==> src/rtl/mm_pkg.sv <==
// Shared constants, FSM state type and operand-address helpers for the
// 3x3 matrix-multiplier streaming controller.
package mm_pkg;

   localparam int N        = 3;
   localparam int ELEMS    = 9;
   localparam int IN_ELEMS = 18;
   localparam int OP_W     = 4;
   localparam int RES_W    = 10;

   typedef enum logic [2:0] {
      FILL,
      CLEAR,
      LOAD,
      SETTLE,
      UNLOAD,
      SEND
   } mm_state_t;

   // W occupies entries 0..8 row-major, X occupies entries 9..17 row-major.
   function automatic logic [4:0] w_addr(input logic [1:0] r, input logic [1:0] k);
      return 5'(r) * 5'd3 + 5'(k);
   endfunction

   function automatic logic [4:0] x_addr(input logic [1:0] k, input logic [1:0] c);
      return 5'(ELEMS) + 5'(k) * 5'd3 + 5'(c);
   endfunction

endpackage

==> src/rtl/mm_operand_buf.sv <==
// 18-entry operand store: one write port, combinational read of the row of W
// and the column of X that feed accumulation step k.
module mm_operand_buf #(
   parameter int DATA_W = 4
) (
   input  logic              clk,
   input  logic              wr_en,
   input  logic [4:0]        wr_addr,
   input  logic [DATA_W-1:0] wr_data,
   input  logic [1:0]        k,
   output logic [DATA_W-1:0] w1,
   output logic [DATA_W-1:0] w2,
   output logic [DATA_W-1:0] w3,
   output logic [DATA_W-1:0] x1,
   output logic [DATA_W-1:0] x2,
   output logic [DATA_W-1:0] x3
);
   import mm_pkg::*;

   logic [DATA_W-1:0] mem [IN_ELEMS];

   // Contents after reset are irrelevant: every job rewrites all 18 entries.
   always_ff @(posedge clk) begin
      if (wr_en) begin
         mem[wr_addr] <= wr_data;
      end
   end

   assign w1 = mem[w_addr(2'd0, k)];
   assign w2 = mem[w_addr(2'd1, k)];
   assign w3 = mem[w_addr(2'd2, k)];
   assign x1 = mem[x_addr(k, 2'd0)];
   assign x2 = mem[x_addr(k, 2'd1)];
   assign x3 = mem[x_addr(k, 2'd2)];

endmodule

==> src/rtl/mm_stream_ctrl.sv <==
// Streams W and X into the 3x3 multiplier, runs one clear/load/unload job and
// returns the nine results of C = W*X over a valid/ready output.
module mm_stream_ctrl #(
   parameter int OP_W  = 4,
   parameter int RES_W = 10
) (
   input  logic             clk,
   input  logic             rst_n,
   input  logic             in_valid,
   output logic             in_ready,
   input  logic [OP_W-1:0]  in_data,
   output logic [OP_W-1:0]  mm_w1,
   output logic [OP_W-1:0]  mm_w2,
   output logic [OP_W-1:0]  mm_w3,
   output logic [OP_W-1:0]  mm_x1,
   output logic [OP_W-1:0]  mm_x2,
   output logic [OP_W-1:0]  mm_x3,
   output logic             mm_load,
   output logic             mm_clear,
   output logic             mm_unload,
   input  logic [RES_W-1:0] mm_data_out,
   output logic             out_valid,
   input  logic             out_ready,
   output logic [RES_W-1:0] out_data,
   output logic             out_last,
   output logic             busy
);
   import mm_pkg::*;

   // Both sides use plain valid/ready: a beat transfers on a rising edge where
   // valid and ready are both high; the source holds data until that edge.

   mm_state_t        state;
   mm_state_t        state_next;
   logic [4:0]       wr_ptr;
   logic [1:0]       k;
   logic [3:0]       j;
   logic [3:0]       rd_ptr;
   logic [RES_W-1:0] res_buf [ELEMS];
   logic             wr_en;
   logic             last_in;
   logic             last_res;
   logic             last_out;
   logic [OP_W-1:0]  buf_w1;
   logic [OP_W-1:0]  buf_w2;
   logic [OP_W-1:0]  buf_w3;
   logic [OP_W-1:0]  buf_x1;
   logic [OP_W-1:0]  buf_x2;
   logic [OP_W-1:0]  buf_x3;

   assign wr_en    = in_valid && (state == FILL);
   assign last_in  = (wr_ptr == 5'(IN_ELEMS - 1));
   assign last_res = (j == 4'(ELEMS - 1));
   assign last_out = (rd_ptr == 4'(ELEMS - 1));

   mm_operand_buf #(
      .DATA_W (OP_W)
   ) u_operand_buf (
      .clk     (clk),
      .wr_en   (wr_en),
      .wr_addr (wr_ptr),
      .wr_data (in_data),
      .k       (k),
      .w1      (buf_w1),
      .w2      (buf_w2),
      .w3      (buf_w3),
      .x1      (buf_x1),
      .x2      (buf_x2),
      .x3      (buf_x3)
   );

   always_ff @(posedge clk or negedge rst_n) begin
      if (!rst_n) begin
         state <= FILL;
      end else begin
         state <= state_next;
      end
   end

   always_ff @(posedge clk or negedge rst_n) begin
      if (!rst_n) begin
         wr_ptr <= '0;
         k      <= '0;
         j      <= '0;
         rd_ptr <= '0;
      end else begin
         case (state)
            FILL: begin
               if (in_valid) begin
                  wr_ptr <= last_in ? 5'd0 : wr_ptr + 5'd1;
               end
            end
            CLEAR: k <= '0;
            LOAD: begin
               k <= k + 2'd1;
               j <= '0;
            end
            UNLOAD: begin
               j      <= j + 4'd1;
               rd_ptr <= '0;
            end
            SEND: begin
               if (out_ready) begin
                  rd_ptr <= last_out ? 4'd0 : rd_ptr + 4'd1;
               end
            end
            default: ;
         endcase
      end
   end

   // The multiplier advances its result index on the same edge, so edge j
   // captures C[j/3][j%3].
   always_ff @(posedge clk) begin
      if (state == UNLOAD) begin
         res_buf[j] <= mm_data_out;
      end
   end

   always_comb begin
      state_next = state;
      in_ready   = 1'b0;
      busy       = 1'b1;
      mm_clear   = 1'b0;
      mm_load    = 1'b0;
      mm_unload  = 1'b0;
      mm_w1      = '0;
      mm_w2      = '0;
      mm_w3      = '0;
      mm_x1      = '0;
      mm_x2      = '0;
      mm_x3      = '0;
      out_valid  = 1'b0;
      out_last   = 1'b0;
      out_data   = '0;
      case (state)
         FILL: begin
            in_ready = 1'b1;
            busy     = 1'b0;
            if (in_valid && last_in) begin
               state_next = CLEAR;
            end
         end
         CLEAR: begin
            mm_clear   = 1'b1;
            state_next = LOAD;
         end
         LOAD: begin
            mm_load = 1'b1;
            mm_w1   = buf_w1;
            mm_w2   = buf_w2;
            mm_w3   = buf_w3;
            mm_x1   = buf_x1;
            mm_x2   = buf_x2;
            mm_x3   = buf_x3;
            if (k == 2'(N - 1)) begin
               state_next = SETTLE;
            end
         end
         SETTLE: state_next = UNLOAD;
         UNLOAD: begin
            mm_unload = 1'b1;
            if (last_res) begin
               state_next = SEND;
            end
         end
         SEND: begin
            out_valid = 1'b1;
            out_data  = res_buf[rd_ptr];
            out_last  = last_out;
            if (out_ready && last_out) begin
               state_next = FILL;
            end
         end
         default: state_next = FILL;
      endcase
   end

endmodule

==> config.mk <==
export PLATFORM = sky130hd
export DESIGN_NAME = mm_stream_ctrl
export DESIGN_NICKNAME = d
export VERILOG_FILES = /design/src/rtl/mm_pkg.sv /design/src/rtl/mm_operand_buf.sv /design/src/rtl/mm_stream_ctrl.sv
export SDC_FILE = /design/constraint.sdc
export NUM_CORES = 1
export LEC_CHECK = 0
export CAP_MARGIN = 25
export CORE_AREA = 4 4 173 175
export DETAILED_ROUTE_END_ITERATION = 10
export DIE_AREA = 0 0 177 179
export PLACE_DENSITY_LB_ADDON = 0.25
export SLEW_MARGIN = 20
export SYNTH_ARGS = -nofsm -noshare
export SYNTH_HDL_FRONTEND = slang
export SYNTH_SLANG_ARGS = --single-unit
export TNS_END_PERCENT = 50
==> constraint.sdc <==
create_clock -name clk -period 2.6 [get_ports clk]
set_input_delay 0.52 -clock clk [delete_from_list [all_inputs] [get_ports clk]]
set_output_delay 0.52 -clock clk [all_outputs]
set_load 0.01 [all_outputs]
==> metrics, run 1 <==
Num CTS Buffers 17; Core Box Area 28500 um2; overall global routing resource usage between 10 and 15%; Avg Synthesized Cell Area 16.0 um2; CTS tree built; P&R area growth vs syn 29.8%; die outline width 177 um; Vias 5189; Reg2Reg Depth 6; worst r2r src state[0]$_DFFE_PN0P_; design area 10900 um2; Cell variety after synth between 40 and 50; top-area cell type share of the netlist area 58.0%; max_slew headroom 49.5%; Crit path required time 2.08 ns; ANT cells 0; final setup vio count 34; slowest stage cell, crit path mux4_2; top cells by area, synth edfxtp_1, mux4_2, dfrtp_1; peak supply drop 0.000491 V; run status finished with violations; Clock Latency Late Sink 0.44 ns; Post-Syn Nets 558; combinational family with the most area after synthesis multiplexers; Adder-Cell Fraction of Synth Area roughly 2.2%; starting density of the core between 20% and 30%; GRT overflow 0; Syn Std Cell Area 8380 um2; synthesized instance count 525; final period utilization 120%; share of cells above drive strength 1 39.0%; XOR/XNOR Fraction of Synth Area 0.418%; Setup crit start k[0]$_DFFE_PN0P_; CP endpoint kind output pin; count leader, synth edfxtp_1; Worst Tran Pin Value 0.755 ns; Arrival @ worst endpoint 2.61 ns; nets 691; Die ar. between 30000 and 40000 um2; # rows 62; CP Max Fanout 5; CP Cell Sequence inv_8, ha_4, buf_6, buf_6, mux2i_1, mux4_2, a2111oi_4, buf_2; PortBufs 58; Die Y 179 um; Avg WL per Cell 20.9 um; Yosys warnings 0; DR iter-0 viols 466; clock buffer depth 2; final worst path period need between 3 and 4 ns; critical path class flop to output pin; Post-route DRC 0; final wirelength 22.0 mm; Fin. Hold Viols 0; Post-Route Skew 0.0153 ns; failing checks negative setup slack; pin count of the biggest net entering global routing 23; Yosys reg bits 180; final core utilization 38.2%; global placer's final weighted congestion 0.881; Synth top cells by count edfxtp_1, nor2_1, mux4_2, mux2i_1, and2_1; clk slew on worst S/H paths 0.08 ns; CTS H-Tree Depth 4; Place WS -0.488 ns; leading area contributor after synthesis edfxtp_1; vias per inst approximately 4.9; largest stage delay on the critical path 0.49 ns; Leakage 3.82 nW; pwr/cell area 976 nW/um2; post-synthesis compound-gate area fraction 3.55%; ys async rst share 10.0%; achievable frequency 0.320 GHz; Sink Count 180; Cell Area, Placed 9870 um2; clk root buf clkbuf_16; Synth Area in Simple Gates about 8%; RSZ-0062 raised after global routing true; CP startpoint kind flop; Filler cells 2672; Max Cap Violations 0; Worst Hold Class input pin to async pin; Reg2Reg Setup Slack 0.41 ns; Slew Viols, Final 0; ANT nets after route 0; first-pass GRT wire length 33.3 mm; DRT Pass-1 Iters 5; Top cell by count, worst path buf_6; placed wire-length estimate 15.0 mm; final worst slack -0.527 ns; EDFF count, synth 162; mux share of post-synthesis cell area 19.6%; ys flop type edfxtp_1; register area share after synthesis 63.4%; vias in the first global route 5450; RR Endpoint res_buf[4][7]$_DFFE_PP_; antenna violations before repair 0; I/O pin count 59
## per-stage QoR
| step | setup TNS, ns | instances | power [mW] | hold slack (ns) |
|---|---|---|---|---|
| finish | -7.28 | 1055 | 10.6 | 0.441 |
| floorplan | -0.00874 | 525 | 5.95 | 0.224 |
| global placement | -4.74 | 999 | 7.22 | 0.515 |
| detailed placement | -5.29 | 999 | 7.30 | 0.524 |
| CTS | -8.01 | 1047 | 10.5 | 0.438 |
| global route | -9.76 | 1055 | 11.1 | 0.455 |
## logic make-up (layout without fill, tap and decap cells)
kind of cell | Yosys count | after routing
flops | 180 | 180
simple gates | 133 | 133
xor+xnor | 4 | 4
compound gates | 42 | 42
mux | 102 | 102
fa+ha+maj | 15 | 15
buf+inv | 49 | 195
## power breakdown
group / internal (mW) / switching, mW / leakage [nW]
Combinational: 2.33 / 2.07 / 1.83
Sequential: 3.37 / 0.166 / 1.69
Clock: 1.34 / 1.35 / 0.301
## final cells by class
| cell class | count | area, um2 | share of cell area (%) |
|---|---|---|---|
| clock buffers | 17 | 425 | 3.91 |
| clock inverters | 15 | 210 | 1.93 |
| inverters | 16 | 67.6 | 0.621 |
| multi-input cells | 296 | 3020 | 27.8 |
| flip-flops and latches | 180 | 5320 | 48.9 |
| well taps | 384 | 480 | 4.42 |
| repair buffers | 147 | 1350 | 12.4 |
## layout by cell type (no fill, tap or decap), drive strengths merged, types with 4 or more instances in the layout
master,count
a2111oi,4
and2,20
dfrtp,18
clkinv,7
nor2,56
edfxtp,162
clkdlybuf4s50,20
mux4,48
mux2i,41
o21ai,14
nand3b,4
nand2,16
buf,119
mux2,13
ha,15
nand3,8
clkbuf,20
nor3,10
inv,23
nor3b,4
a211oi,8
## worst max path at each step
stage	slack [ns]	end	cells after the start
global route	-0.57	mm_x2[1]	8
detailed placement	-0.49	mm_x2[1]	6
CTS	-0.57	mm_x2[1]	8
finish	-0.53	mm_x2[1]	8
floorplan	-0.009	mm_w2[1]	9
global placement	-0.43	mm_x2[2]	7
## metal layers
metal	track usage (%)	vias up	wire, um
met4	4.93	0	578
met3	2.89	40	1110
met2	24.4	161	11000
met1	17.7	2682	9330
li1	-	2306	-
met5	0	-	0
## state kept, by name, indices dropped and copies added (netlist names)
signal             count
state                  3
u_operand_buf.mem     72
j                      4
wr_ptr                 5
rd_ptr                 4
res_buf               90
k                      2
## worst max-delay path: cells and delay by family, from the launching register on
family	cells	cell delay, ns
DFF	1	0.45
adders and majority gates	1	0.22
muxes	2	0.61
buffers and inverters	4	0.52
AOI/OAI and AO/OA	1	0.37
## what timing repair did
action                                  4_1_cts  5_1_grt
gates resized for setup                     179       36
pin swaps                                    13       11
cloned                                        3        0
hold buffers                                  0        0
endpoints found under the setup margin       37       36
buffers inserted                             14       10
No activity file was read; power rests on OpenSTA's default activity.
==> run 2: changes to the inputs <==
DONT_BUFFER_PORTS = 1   (was not set)
GPL_ROUTABILITY_DRIVEN = 1   (was not set)
==> run 2 against run 1 <==
  * The flow still finishes with violations (negative setup slack)
  * Setup slack better by 0.17 ns
  * Maximum frequency is 5.6% higher
  * Sequential power hardly changed
  * Sequential share of layout area is 4.0 points higher
  * Non-clock buffer count is 89 lower
  * Worst hold slack worse by 0.26 ns
  * Register-to-register slack worse by 0.07 ns
  * Largest power group unchanged
  * Count of clock-buffer cells in the layout stayed put
  * Global-route usage is 0.84 points lower
  * First-iteration DRC count is 30% lower
  * Clock skew hardly changed
  * Core utilization is 2.9 points lower
==> metrics, run 2 (synthesis results as in run 1) <==
placed wire-length estimate 14.2 mm (was 15.0 mm); CTS tree built (unchanged); achievable frequency 0.338 GHz (was 0.320 GHz); DRT Pass-1 Iters 5 (unchanged); slowest stage cell, crit path mux4_2 (unchanged); GRT overflow 0 (unchanged); vias per inst 4.90 (was 4.92); Crit path required time 2.08 ns (about the same); pwr/cell area 971 nW/um2 (was 976 nW/um2); CP Cell Sequence inv_8, ha_4, buf_12, mux2i_1, mux4_2, a2111oi_4 (was inv_8, ha_4, buf_6, buf_6, mux2i_1, mux4_2, a2111oi_4, buf_2); run status finished with violations (unchanged); ANT cells 0 (unchanged); Post-Route Skew 0.0148 ns (was 0.0153 ns); total power draw 9.76 mW (was 10.6 mW); clock buffer depth 2 (unchanged); Num CTS Buffers 17 (unchanged); critical path class flop to output pin (unchanged); Fin. Hold Viols 0 (unchanged); RSZ-0062 raised after global routing true (unchanged); Sink Count 180 (unchanged); Max Cap Violations 0 (unchanged); starting density of the core 29.4% (unchanged); CP endpoint kind output pin (unchanged); setup TNS -3.89 ns (was -7.28 ns); final worst slack -0.362 ns (was -0.527 ns); Vias 4731 (was 5189); min-delay src in_data[3]; Cell Area, Placed 9160 um2 (was 9870 um2); die outline width 177 um (unchanged); clk slew on worst S/H paths 0.08 ns (about the same); Non-Filler Instances 966 (was 1055); CP startpoint kind flop (unchanged); Die ar. 31700 um2 (unchanged); final core utilization 35.3% (was 38.2%); largest stage delay on the critical path 0.51 ns (was 0.49 ns); Post-route DRC 0 (unchanged); Reg2Reg Depth 4 (was 6); Hold Path Depth 0; design area 10100 um2 (was 10900 um2); Filler cells 2732 (was 2672); Clock Latency Late Sink 0.43 ns (was 0.44 ns); Worst Tran Pin Value 0.911 ns (was 0.755 ns); Setup crit start k[0]$_DFFE_PN0P_ (unchanged); final worst path period need 2.96 ns (was 3.13 ns); ANT nets after route 0 (unchanged); nets 602 (was 691); # rows 62 (unchanged); Avg WL per Cell 21.3 um (was 20.9 um); Placed Cells 928 (was 999); Worst Hold Class input pin to flop (was input pin to async pin); I/O pin count 59 (unchanged); Top Registers res_buf x90, u_operand_buf.mem x72, wr_ptr x5 (unchanged); most frequent cells in the layout edfxtp_1, mux4_2, nor2_1 (was edfxtp_1, buf_4, mux4_2); Core Box Area 28500 um2 (unchanged); Arrival @ worst endpoint 2.44 ns (was 2.61 ns); antenna violations before repair 0 (unchanged); Die Y 179 um (unchanged); first-pass GRT wire length 31.4 mm (was 33.3 mm); DR iter-0 viols 326 (was 466); final period utilization 114% (was 120%); CP Max Fanout 6 (was 5); clk root buf clkbuf_16 (unchanged); failing checks negative setup slack (unchanged); Reg with most FFs res_buf (unchanged); worst r2r src state[0]$_DFFE_PN0P_ (unchanged); max_slew headroom 39.1% (was 49.5%); vias in the first global route 4962 (was 5450); Slew Viols, Final 0 (unchanged); overall global routing resource usage 13.3% (was 14.1%); share of cells above drive strength 1 33.2% (was 39.0%); pin count of the biggest net entering global routing 23 (unchanged); PortBufs 0 (was 58); peak supply drop 0.000443 V (was 0.000491 V); global placer's final weighted congestion 0.881 (about the same); final setup vio count 20 (was 34); CTS H-Tree Depth 4 (unchanged); Leakage 3.30 nW (was 3.82 nW); final wirelength 20.6 mm (was 22.0 mm); number of flip-flops under the largest register name 90 (unchanged); commonest non-fill, non-tap cell in the layout edfxtp_1 (unchanged); P&R area growth vs syn 20.0% (was 29.8%)
==> run 2: changes by cell type in the layout (fill, tap and decap cells not counted), sizes merged <==
cell / change
bufbuf: -1
clkdlybuf4s50: -20
dlygate4sd2: -3
dlygate4sd3: +1
dlymetal6s2s: -1
clkinv: -1
buf: -62
clkbuf: -3
inv: +1
==> run 2: per-stage QoR <==
stage	setup slack, ns	hold WS, ns
finish	-0.362	0.179
global route	-0.432	0.157
CTS	-0.387	0.163
detailed placement	-0.136	0.227
global placement	-0.117	0.227
floorplan	-0.00874	0.224
==> run 2: layer usage <==
metal	GRT usage, %	vias to the layer above	wire length (um)
li1	-	2135	-
met1	16.8	2462	8760
met2	23.1	120	10600
met3	3.21	14	1060
met4	3.19	0	197
met5	0	-	0
==> run 2: critical path, delay by kind of cell (launching register included) <==
family | cells | cell delay [ns]
AO/OA/AOI/OAI | 1 | 0.48
flip-flops | 1 | 0.45
buffers and inverters | 2 | 0.21
multiplexers | 2 | 0.66
adder cells (fa/ha/maj) | 1 | 0.21
==> run 2: area by class of cell <==
class | instances | area, um2 | area share, %
tap | 384 | 480 | 4.78
clock buffer | 17 | 425 | 4.23
timing repair buffer | 58 | 543 | 5.40
clock inverter | 15 | 160 | 1.59
multi-input combinational | 296 | 3060 | 30.5
sequential | 180 | 5320 | 52.9
inverter | 16 | 67.6 | 0.672
==> run 2: final timing paths <==
kind	endpoint	slack, ns
worst max-delay path	mm_x2[1]	-0.36
worst min-delay path	u_operand_buf.mem[10][3]$_DFFE_PP_	0.18
worst max register to register	u_operand_buf.mem[0][1]$_DFFE_PP_	0.34
worst min register to register	j[3]$_DFFE_PN0P_	0.54
max in group asynchronous	k[0]$_DFFE_PN0P_	1.30
min in group asynchronous	wr_ptr[2]$_DFFE_PN0P_	0.67
==> run 2: timing repair <==
| action | 4_1_cts | 5_1_grt |
|---|---|---|
| gates resized for setup | 20 | 39 |
| hold buffers | 1 | 0 |
| buffers inserted | 3 | 2 |
| pin swaps | 5 | 3 |
| endpoints found under the setup margin | 34 | 34 |
| endpoints found under the hold margin | 18 | 0 |
==> run 2: where the power goes <==
part           total [mW]  leakage, nW  internal, mW  switching, mW
clock                2.53        0.286          1.29           1.24
combinational        3.71         1.32          1.80           1.91
sequential           3.52         1.69          3.37          0.158
total                9.76         3.30          6.45           3.31
==> run 3: changes to the inputs <==
CORE_AREA = 4 4 175 177   (was 4 4 173 175)
DIE_AREA = 0 0 179 181   (was 0 0 177 179)
MAX_ROUTING_LAYER = met4   (was not set)
SYNTH_HIERARCHICAL = 1   (was not set)
==> run 3 against run 2 <==
  * Global-route usage increased by 0.20 points
  * Combinational power rose by 14%
  * Synthesized area is 2.3% higher
  * The run still ends with negative setup slack left
  * Sequential power rose by 5%
==> metrics, run 3 <==
GRT overflow 0 (unchanged); Multi-input gate area 3320 um2 (was 3060 um2); overall global routing resource usage 13.5% (was 13.3%); Worst Tran Pin Value 0.649 ns (was 0.911 ns); antenna violations before repair 0 (unchanged); global placer's final weighted congestion 0.843 (was 0.881); worst r2r src state[2]$_DFFE_PN0P_ (was state[0]$_DFFE_PN0P_); Filler cells 2788 (was 2732); Num CTS Buffers 17 (unchanged); Seq. cell area 5320 um2 (about the same); Reg2Reg Depth 4 (unchanged); final core utilization 35.5% (was 35.3%); Crit path required time 2.08 ns (about the same); post-synthesis compound-gate area fraction 5.12% (was 3.55%); top-area cell type share of the netlist area 56.8% (was 58.0%); Adder-Cell Fraction of Synth Area 2.04% (was 2.24%); P&R area growth vs syn 21.2% (was 20.0%); Reg with most FFs res_buf (unchanged); Synth top cells by count edfxtp_1, nor2_1, mux2i_1, and2_1, mux4_2 (was edfxtp_1, nor2_1, mux4_2, mux2i_1, and2_1); XOR/XNOR Fraction of Synth Area 0.307% (was 0.418%); pin count of the biggest net entering global routing 27 (was 23); combinational family with the most area after synthesis multiplexers (unchanged); leading area contributor after synthesis edfxtp_1 (unchanged); ys async rst share 10.0% (unchanged); pwr/cell area 998 nW/um2 (was 971 nW/um2); Sink Count 180 (unchanged); Top Registers res_buf x90, u_operand_buf/mem x72, wr_ptr x5 (was res_buf x90, u_operand_buf.mem x72, wr_ptr x5); max_slew headroom 56.4% (was 39.1%); die outline width 179 um (was 177 um); RSZ-0062 raised after global routing true (unchanged); Yosys reg bits 180 (unchanged); achievable frequency 0.341 GHz (was 0.338 GHz); Post-Syn Nets 636 (was 558); clock buffer depth 2 (unchanged); ANT cells 0 (unchanged); Post-Route Skew 0.0124 ns (was 0.0148 ns); ANT nets after route 0 (unchanged); # rows 63 (was 62); mux share of post-synthesis cell area 16.0% (was 19.6%); EDFF count, synth 162 (unchanged); top cells by area, synth edfxtp_1, mux2i_1, mux4_2 (was edfxtp_1, mux4_2, dfrtp_1); I/O pin count 59 (unchanged); Syn Std Cell Area 8570 um2 (was 8380 um2); DR iter-0 viols 358 (was 326); CTS H-Tree Depth 4 (unchanged); peak supply drop 0.000561 V (was 0.000443 V); Worst Hold Class input pin to flop (unchanged); most frequent cells in the layout edfxtp_1, nor2_1, mux2i_1 (was edfxtp_1, mux4_2, nor2_1); final worst path period need 2.94 ns (was 2.96 ns); critical path class flop to output pin (unchanged); synthesized instance count 604 (was 525); Max Cap Violations 0 (unchanged); clk root buf clkbuf_16 (unchanged); CTS tree built (unchanged); CP startpoint kind flop (unchanged); placed wire-length estimate 14.6 mm (was 14.2 mm); Reg2Reg Setup Slack 0.34 ns (about the same); total power draw 10.4 mW (was 9.76 mW); run status finished with violations (unchanged); Slew Viols, Final 0 (unchanged); starting density of the core 29.3% (was 29.4%); Post-route DRC 0 (unchanged); Setup crit start k[0]$_DFFE_PN0P_ (unchanged); Die ar. 32400 um2 (was 31700 um2); RR Endpoint u_operand_buf/mem[4][0]$_DFFE_PP_ (was u_operand_buf.mem[0][1]$_DFFE_PP_); vias in the first global route 5370 (was 4962); share of cells above drive strength 1 29.8% (was 33.2%); Avg Synthesized Cell Area 14.2 um2 (was 16.0 um2); register area share after synthesis 62.0% (was 63.4%); Leakage 3.46 nW (was 3.30 nW); first-pass GRT wire length 32.2 mm (was 31.4 mm); final setup vio count 16 (was 20); CP Max Fanout 12 (was 6); clk slew on worst S/H paths 0.07 ns (was 0.08 ns); Yosys warnings 6 (was 0); min-delay src mm_data_out[5] (was in_data[3]); ys flop type edfxtp_1 (unchanged); Hold Path Depth 0 (unchanged); number of flip-flops under the largest register name 90 (unchanged); final wirelength 20.9 mm (was 20.6 mm); vias per inst 4.92 (was 4.90); Arrival @ worst endpoint 2.42 ns (was 2.44 ns); Synth Area in Simple Gates 11.6% (was 7.96%); final worst slack -0.337 ns (was -0.362 ns); count leader, synth edfxtp_1 (unchanged); DRT Pass-1 Iters 4 (was 5); Hold Path End res_buf[3][5]$_DFFE_PP_ (was u_operand_buf.mem[10][3]$_DFFE_PP_); Avg WL per Cell 19.8 um (was 21.3 um); Vias 5203 (was 4731); Core Box Area 29200 um2 (was 28500 um2); final hold slack 0.188 ns (was 0.179 ns); failing checks negative setup slack (unchanged); commonest non-fill, non-tap cell in the layout edfxtp_1 (unchanged); Die Y 181 um (was 179 um); nets 687 (was 602); Cell variety after synth 53 (was 47); PortBufs 0 (unchanged); Fin. Hold Viols 0 (unchanged); Clock Latency Late Sink 0.43 ns (about the same); CP endpoint kind output pin (unchanged); final period utilization 113% (was 114%)
[run 3: area by class of cell]
class | instances | area share (%)
Sequential cell | 180 | 51.2
Inverter | 16 | 0.651
Multi-Input combinational cell | 376 | 32.0
Clock inverter | 14 | 1.37
Timing Repair Buffer | 64 | 5.99
Clock buffer | 17 | 4.10
Tap cell | 390 | 4.70
[run 3: how the worst max path moves through the flow]
stage	end	slack (ns)	depth (start not counted)
floorplan	mm_x2[2]	-0.36	13
global placement	mm_x2[2]	0.08	7
detailed placement	mm_x2[3]	0.007	8
CTS	mm_x2[2]	-0.32	8
global route	mm_x2[3]	-0.42	9
finish	mm_x2[3]	-0.34	7
[run 3: critical path, stage by stage, from the launching register on]
cell and delay [ns]:
dfrtp_2 0.48, inv_8 0.08, buf_4 0.15, ha_1 0.35
nor2b_1 0.38, a31oi_1 0.16, o22ai_1 0.21, and2_4 0.19
[run 3: report_power, final]
| part | internal, mW | switching [mW] |
|---|---|---|
| Combinational | 2.21 | 2.03 |
| Clock | 1.34 | 1.09 |
| Sequential | 3.44 | 0.249 |
| Total | 7.00 | 3.37 |
[run 3: per-layer routing]
metal	share of wire (%)	global-route usage [%]	vias up
met2	52	22.9	168
met4	1.7	4.02	0
met5	0	-	-
met1	41	15.8	2606
met3	5.3	3.18	25
li1	-	-	2404
[run 3: logic make-up (layout without fill, tap and decap cells)]
logic type | after synthesis | after routing
and+or+nand+nor | 192 | 192
buffers and inverters | 48 | 111
AOI/OAI and AO/OA | 70 | 70
xor gates and xnor gates | 3 | 3
DFF | 180 | 180
adders and majority gates | 14 | 14
muxes | 97 | 97
[run 3: metrics by stage]
stage	setup slack [ns]	instances	area, um2	setup TNS, ns
2_1_floorplan	-0.363	604	8660	-3.96
3_3_place_gp	0.0770	1012	9330	0
3_5_place_dp	0.00696	1012	9330	0
4_1_cts	-0.320	1056	10300	-3.31
5_1_grt	-0.421	1057	10400	-5.09
6_report	-0.337	1057	10400	-3.23
[run 3: timing repair]
item                                    4_1_cts  5_1_grt
endpoints found under the setup margin       27       25
resized for setup                            63       19
buffers inserted                             10        0
pin swaps                                    18        4
hold buffers                                  1        0
gates cloned                                  2        0
endpoints found under the hold margin        18        0
